### config.mk
export PLATFORM = sky130hd
export DESIGN_NAME = huffman_encode_arbiter_flat
export DESIGN_NICKNAME = d
export VERILOG_FILES = /design/src/rtl/huffman_encode_arbiter_if.sv /design/src/rtl/huffman_encode_arbiter.sv /design/src/flat_wrapper.sv
export SDC_FILE = /design/constraint.sdc
export NUM_CORES = 1
export LEC_CHECK = 0
export ABC_AREA = 0
export CAP_MARGIN = 20
export CORE_MARGIN = 5
export CORE_UTILIZATION = 38
export DETAILED_ROUTE_END_ITERATION = 10
export GPL_TIMING_DRIVEN = 1
export PLACE_DENSITY = 0.82
export SYNTH_ARGS = -nofsm -noshare
export SYNTH_HDL_FRONTEND = slang
export SYNTH_SLANG_ARGS = --single-unit
### constraint.sdc
create_clock -name clk -period 2.85 [get_ports clk]
set_clock_uncertainty 0.2 [all_clocks]
set_input_delay 0.57 -clock clk [delete_from_list [all_inputs] [get_ports clk]]
set_output_delay 0.57 -clock clk [all_outputs]
set_load 0.005 [all_outputs]
### src/rtl/huffman_encode_arbiter_if.sv
// Handshake bundle between the per-channel code FIFOs, the arbiter and the
// shared huffman_encode code/rdy/pop port.
//   master : arbiter side (reads FIFO heads and encoder pop, drives pops/code/rdy)
//   slave  : FIFO + encoder side
interface huffman_encode_arbiter_if #(
   parameter int NUM_CH = 4
);
   logic [NUM_CH*4-1:0] ch_code;
   logic [NUM_CH-1:0]   ch_rdy;
   logic [NUM_CH-1:0]   ch_pop;
   logic [3:0]          enc_code;
   logic                enc_rdy;
   logic                enc_pop;

   modport master (
      input  ch_code,
      input  ch_rdy,
      input  enc_pop,
      output ch_pop,
      output enc_code,
      output enc_rdy
   );

   modport slave (
      output ch_code,
      output ch_rdy,
      output enc_pop,
      input  ch_pop,
      input  enc_code,
      input  enc_rdy
   );
endinterface

### src/rtl/huffman_encode_arbiter.sv
// huffman_encode_arbiter
// Shares one huffman_encode code/rdy/pop port among NUM_CH FWFT code FIFOs.
// A channel keeps the grant from its first code through its EOM code, so
// messages never interleave. Arbitration is round-robin; the channel that
// just finished has the lowest priority next time.
// Optional macro HUFF_ARB_WATCHDOG_EN: a stall watchdog that, after WD_LIMIT
// empty cycles of the granted channel, feeds a synthetic EOM to the encoder
// and pulses wd_err. Without the macro wd_err is tied low.
module huffman_encode_arbiter #(
   parameter int         NUM_CH   = 4,
   parameter int         CH_W     = 2,
   parameter logic [3:0] EOM_CODE = 4'd8,
   parameter int         WD_LIMIT = 64
) (
   input  logic                       clk,
   input  logic                       reset_n,
   huffman_encode_arbiter_if.master   bus,
   output logic                       grant_vld,
   output logic [CH_W-1:0]            grant_ch,
   output logic                       msg_done,
   output logic                       wd_err
);

   // Elaboration-time parameter sanity check
   if (NUM_CH < 1 || NUM_CH > 8 || (1 << CH_W) < NUM_CH || WD_LIMIT < 1) begin : g_param_chk
      $error("huffman_encode_arbiter: illegal NUM_CH/CH_W/WD_LIMIT combination");
   end

`ifdef HUFF_ARB_WATCHDOG_EN
   typedef enum logic [1:0] {IDLE, LOCK, RELEASE, FLUSH} state_t;
   localparam int WD_W = $clog2(WD_LIMIT + 1);
`else
   typedef enum logic [1:0] {IDLE, LOCK, RELEASE} state_t;
`endif

   state_t            state_q,     state_d;
   logic              grant_vld_q, grant_vld_d;
   logic [CH_W-1:0]   grant_ch_q,  grant_ch_d;
   logic [CH_W-1:0]   last_ch_q,   last_ch_d;
   logic              msg_done_q,  msg_done_d;
`ifdef HUFF_ARB_WATCHDOG_EN
   logic              wd_err_q,    wd_err_d;
   logic [WD_W-1:0]   stall_cnt_q, stall_cnt_d;
`endif

   // Granted channel's FIFO head, and the round-robin winner
   logic [3:0]        head_code;
   logic              head_rdy;
   logic              pick_vld;
   logic [CH_W-1:0]   pick_ch;
   int unsigned       rr_base;
   int unsigned       rr_idx;

   // Select the granted channel's head-of-FIFO code and not-empty flag
   always_comb begin
      head_code = '0;
      head_rdy  = 1'b0;
      for (int unsigned k = 0; k < NUM_CH; k++) begin
         if (grant_ch_q == CH_W'(k)) begin
            head_code = bus.ch_code[4*k +: 4];
            head_rdy  = bus.ch_rdy[k];
         end
      end
   end

   // Round-robin search starting one past the last finished channel
   always_comb begin
      pick_vld = 1'b0;
      pick_ch  = '0;
      rr_base  = 32'(last_ch_q);
      rr_idx   = 0;
      for (int unsigned i = 1; i <= NUM_CH; i++) begin
         rr_idx = (rr_base + i) % NUM_CH;
         for (int unsigned k = 0; k < NUM_CH; k++) begin
            if (!pick_vld && k == rr_idx && bus.ch_rdy[k]) begin
               pick_vld = 1'b1;
               pick_ch  = CH_W'(k);
            end
         end
      end
   end

   // Encoder-facing mux: pass-through of the granted channel while locked
   always_comb begin
      bus.enc_code = '0;
      bus.enc_rdy  = 1'b0;
      bus.ch_pop   = '0;
      case (state_q)
         LOCK: begin
            bus.enc_code = head_code;
            bus.enc_rdy  = head_rdy;
            for (int unsigned k = 0; k < NUM_CH; k++) begin
               if (grant_ch_q == CH_W'(k)) begin
                  bus.ch_pop[k] = bus.enc_pop;
               end
            end
         end
`ifdef HUFF_ARB_WATCHDOG_EN
         FLUSH: begin
            bus.enc_code = EOM_CODE;
            bus.enc_rdy  = 1'b1;
         end
`endif
         default: ;
      endcase
   end

   // Next-state logic for the grant FSM and its registered status outputs
   always_comb begin
      state_d     = state_q;
      grant_vld_d = grant_vld_q;
      grant_ch_d  = grant_ch_q;
      last_ch_d   = last_ch_q;
      msg_done_d  = 1'b0;
`ifdef HUFF_ARB_WATCHDOG_EN
      wd_err_d    = 1'b0;
      stall_cnt_d = stall_cnt_q;
`endif
      case (state_q)
         IDLE: begin
            if (pick_vld) begin
               grant_ch_d  = pick_ch;
               grant_vld_d = 1'b1;
               state_d     = LOCK;
`ifdef HUFF_ARB_WATCHDOG_EN
               stall_cnt_d = '0;
`endif
            end
         end
         LOCK: begin
            if (bus.enc_pop && head_code == EOM_CODE) begin
               msg_done_d  = 1'b1;
               last_ch_d   = grant_ch_q;
               grant_vld_d = 1'b0;
               state_d     = RELEASE;
            end
`ifdef HUFF_ARB_WATCHDOG_EN
            // Stall counter only advances while the granted FIFO is empty
            else if (bus.enc_pop || head_rdy) begin
               stall_cnt_d = '0;
            end else if (stall_cnt_q == WD_W'(WD_LIMIT - 1)) begin
               stall_cnt_d = '0;
               state_d     = FLUSH;
            end else begin
               stall_cnt_d = stall_cnt_q + 1'b1;
            end
`endif
         end
         RELEASE: begin
            grant_vld_d = 1'b0;
            state_d     = IDLE;
         end
`ifdef HUFF_ARB_WATCHDOG_EN
         FLUSH: begin
            if (bus.enc_pop) begin
               wd_err_d    = 1'b1;
               msg_done_d  = 1'b1;
               last_ch_d   = grant_ch_q;
               grant_vld_d = 1'b0;
               state_d     = RELEASE;
            end
         end
`endif
         default: begin
            grant_vld_d = 1'b0;
            state_d     = IDLE;
         end
      endcase
   end

   // State and status registers, synchronous active-low reset
   always_ff @(posedge clk) begin
      if (!reset_n) begin
         state_q     <= IDLE;
         grant_vld_q <= 1'b0;
         grant_ch_q  <= '0;
         last_ch_q   <= CH_W'(NUM_CH - 1);
         msg_done_q  <= 1'b0;
`ifdef HUFF_ARB_WATCHDOG_EN
         wd_err_q    <= 1'b0;
         stall_cnt_q <= '0;
`endif
      end else begin
         state_q     <= state_d;
         grant_vld_q <= grant_vld_d;
         grant_ch_q  <= grant_ch_d;
         last_ch_q   <= last_ch_d;
         msg_done_q  <= msg_done_d;
`ifdef HUFF_ARB_WATCHDOG_EN
         wd_err_q    <= wd_err_d;
         stall_cnt_q <= stall_cnt_d;
`endif
      end
   end

   assign grant_vld = grant_vld_q;
   assign grant_ch  = grant_ch_q;
   assign msg_done  = msg_done_q;
`ifdef HUFF_ARB_WATCHDOG_EN
   assign wd_err    = wd_err_q;
`else
   assign wd_err    = 1'b0;
`endif

endmodule
### src/flat_wrapper.sv
// flat-port wrapper written by rule: the top's interface ports become plain ports
module huffman_encode_arbiter_flat 
#(
   parameter int         NUM_CH   = 4,
   parameter int         CH_W     = 2,
   parameter logic [3:0] EOM_CODE = 4'd8,
   parameter int         WD_LIMIT = 64
)
  (clk, reset_n, grant_vld, grant_ch, msg_done, wd_err, bus_ch_code, bus_ch_rdy, bus_enc_pop, bus_ch_pop, bus_enc_code, bus_enc_rdy);
  huffman_encode_arbiter_if #(.NUM_CH(NUM_CH)) bus_i ();
  input  logic clk;
  input  logic reset_n;
  output logic grant_vld;
  output logic [CH_W-1:0] grant_ch;
  output logic msg_done;
  output logic wd_err;
  input wire logic [$bits(bus_i.ch_code)-1:0] bus_ch_code;
  input wire logic [$bits(bus_i.ch_rdy)-1:0] bus_ch_rdy;
  input wire logic [$bits(bus_i.enc_pop)-1:0] bus_enc_pop;
  output wire logic [$bits(bus_i.ch_pop)-1:0] bus_ch_pop;
  output wire logic [$bits(bus_i.enc_code)-1:0] bus_enc_code;
  output wire logic [$bits(bus_i.enc_rdy)-1:0] bus_enc_rdy;
  assign bus_i.ch_code = bus_ch_code;
  assign bus_i.ch_rdy = bus_ch_rdy;
  assign bus_i.enc_pop = bus_enc_pop;
  assign bus_ch_pop = bus_i.ch_pop;
  assign bus_enc_code = bus_i.enc_code;
  assign bus_enc_rdy = bus_i.enc_rdy;
  huffman_encode_arbiter #(.NUM_CH(NUM_CH), .CH_W(CH_W), .EOM_CODE(EOM_CODE), .WD_LIMIT(WD_LIMIT)) u_core (.clk(clk), .reset_n(reset_n), .bus(bus_i), .grant_vld(grant_vld), .grant_ch(grant_ch), .msg_done(msg_done), .wd_err(wd_err));
endmodule
==> impl_metrics.tcl <==
set metrics [dict create \
    cp_common_cell "clkdlybuf4s50_1" \
    regToRegStartpoint "u_core.grant_ch[0]" \
    synth_top_cell_area_share_pct 24.1 \
    layout_commonest_cell "clkdlybuf4s50_1" \
    rsz0062_at_grt "false" \
    htreeDepth 1 \
    hold_viol_final 0 \
    hold_class "flip-flop to flip-flop" \
    grt_pass1_vias 622 \
    setup_violations 0 \
    p_seq_share_pct 33.8 \
    vias 602 \
    path_delay_family "buffers and inverters" \
    dr.first_iter.drc_count 7 \
    start_kind "primary input" \
    fin_ws_ps 31.8 \
    die_h_microns 49.1 \
    arrival_ps 2050 \
    nets 125 \
    final_cell_mix "clkdlybuf4s50_1, buf_4, and2_1, dfxtp_1, nor2b_1" \
    cp-end-kind "output port" \
    drv_cap 0 \
    clk_pin_slew_worst_paths_ps 50 \
    synth_area_per_cell_sq_um 10.2 \
    netlist.top_cell.by_area "dfxtp_1" \
    syn_area_sq_um 582 \
    rr_worst_depth 4 \
    power_uw 330 \
    syn-num-nets 80 \
    die_area_sq_um 2410 \
    drc 0 \
    outcome "completed" \
    drt-pass1-iter-count 2 \
    place_congestion 0.779 \
    tns_ps 0 \
    whs_ps 358 \
    clkPwrFrac_pct 27.6 \
    pre_cts_slack_ps -89.5 \
    die_width_microns 49.1 \
    viasPerCell 5.15 \
    rrSetupSlack_ps 750 \
    yosys_warnings 0 \
    grt_pass1_wl_microns 2590 \
    p_leak_nw 0.407 \
    power.internal_uw 242 \
    root_buffer "clkbuf_4" \
    cp_slowest_stage_delay_ps 470 \
    drive_above_1_share_pct 19.8 \
    place_area_sq_um 990 \
    synth_area_leaders "dfxtp_1, mux4_1, mux4_2" \
    post_cts.repair.setup_buffers 0 \
    dpl.cell_count 113 \
    clockBufferDepth 2 \
    irDropWorstVdd_mv 0.253 \
    hold_depth 2 \
    row_count 14 \
    wl_per_cell_microns 13.9 \
    timing.critical_path.buf_inv 2 \
    fin_util_pct 68.5 \
    r2r_end "u_core.last_ch_q[0]" \
    dp_hpwl_microns 1330 \
    numCtsBuffers 3 \
    ys_seq_elements 7 \
    wl_microns 1630 \
    slowest_stage "mux4_2" \
    grt-ovfl-total 0 \
    layoutNonFillerInstCount 117 \
    required_ps 2080 \
    port_buffers 35 \
    hp-start "u_core.last_ch_q[0]" \
    min_period_ps 2820 \
    crit_chain "clkdlybuf4s50_1, mux4_2, and2_1, clkdlybuf4s50_1" \
    cts_tree "built" \
    coreArea_sq_um 1470 \
    boundaryPins 37 \
    p_sw_share_pct 26.6 \
    comb_power_share_pct 38.7 \
    areaGrowthSynthToFinish_pct 73.3 \
    final_antenna_net_count 0 \
    synth_cell_types 28 \
    start_util_pct 39.5 \
    finalInstanceArea_sq_um 1010 \
    n_antenna_cell 0 \
    clkLatencyLatePin_ps 250 \
    p_switching_uw 87.7 \
    syn_inst 57 \
    holdPathEnd "u_core.last_ch_q[0]" \
    power.density_nw_per_um2 327 \
    track_usage_pct 13.9 \
    critPathKind "primary input to output port" \
    crit_fanout 2 \
    finalCritPeriodShare_pct 98.9 \
    seq_area_frac_synth_pct 24.1 \
    max_freq_ghz 0.355 \
    finalMaxSlewViolations 0 \
    grt_max_degree 13 \
    clock-sinks 7 \
    antenna_found_initial 0 \
]
[worst max-delay path by stage]
| stage | slack, ps | cells past startpoint | endpoint | from |
|---|---|---|---|---|
| 3_5_place_dp | -90 | 4 | bus_enc_rdy | bus_ch_rdy[3] |
| 3_3_place_gp | -50 | 4 | bus_enc_rdy | bus_ch_rdy[3] |
| 4_1_cts | 3 | 4 | bus_enc_code[1] | bus_ch_code[9] |
| 5_1_grt | 8 | 4 | bus_enc_code[1] | bus_ch_code[13] |
| 2_1_floorplan | 790 | 2 | bus_enc_code[0] | bus_ch_code[12] |
| 6_report | 30 | 4 | bus_enc_code[1] | bus_ch_code[13] |
[cells by family after synthesis]
family / share of synthesized area (%)
compound gates: 11.2
mux: 28.2
flops: 24.1
other cells: 0.645
buf+inv: 5.16
simple gates: 30.8
[layer usage]
| layer | share of wire, % | vias to the layer above | track usage, % | wire length [microns] |
|---|---|---|---|---|
| met5 | 0 | - | 0 | 0 |
| met4 | 0.61 | 0 | 8.07 | 10 |
| met3 | 4.6 | 2 | 4.28 | 75 |
| met2 | 59 | 17 | 27.7 | 968 |
| met1 | 35 | 284 | 11.2 | 576 |
| li1 | - | 299 | - | - |
[cells in the mapped netlist]
cell type and instances:
dfxtp_1 7, and2_1 6, nor2b_1 5, mux2i_1 4, mux4_1 3, a21o_1 2
a31oi_1 2, inv_1 2, mux4_2 2, nand2_1 2, nand2b_1 2, nor3_1 2
nor3b_1 2, o21ai_0 2, and2_2 1, and2b_2 1, and4_2 1, buf_4 1
buf_6 1, clkbuf_1 1, conb_1 1, nand3b_1 1, nor2_1 1, nor4_1 1
nor4_4 1, o21a_1 1, o22a_1 1, o41a_1 1
[power by group through the flow]
stage	sequential [mW]	combinational [mW]	clock [mW]
after floorplan	0.108	0.0579	0
after global placement	0.113	0.127	0
after detailed placement	0.113	0.130	0
after CTS	0.111	0.128	0.0951
after global routing	0.113	0.137	0.102
final	0.111	0.128	0.0910
[area by class of cell]
class,instances,area [sq um]
Clock buffer,4,26.3
Timing Repair Buffer,43,409
Sequential cell,7,141
Tap cell,16,20.0
Fill cell,131,463
Inverter,2,7.51
Multi-Input combinational cell,45,404
[flip-flops by register name, indices dropped and copies added, names as in the netlist]
register	cells
u_core.last_ch_q	2
u_core.grant_ch	2
u_core.state_q	1
u_core.msg_done	1
u_core.grant_vld	1
[repair_timing]
item / in CTS / in global routing
hold endpoints to repair: 0 / 0
resized for setup: 4 / 3
cloned: 0 / 0
pin swaps: 0 / 0
setup endpoints to repair: 3 / 3
hold buffers: 0 / 0
[worst reg2reg max path, delay by kind of cell (launching register included)]
kind | cells | cell delay, ps
simple gates | 1 | 400
mux | 2 | 780
buf+inv | 1 | 160
flops | 1 | 480
(Power assumes the default switching activity.)
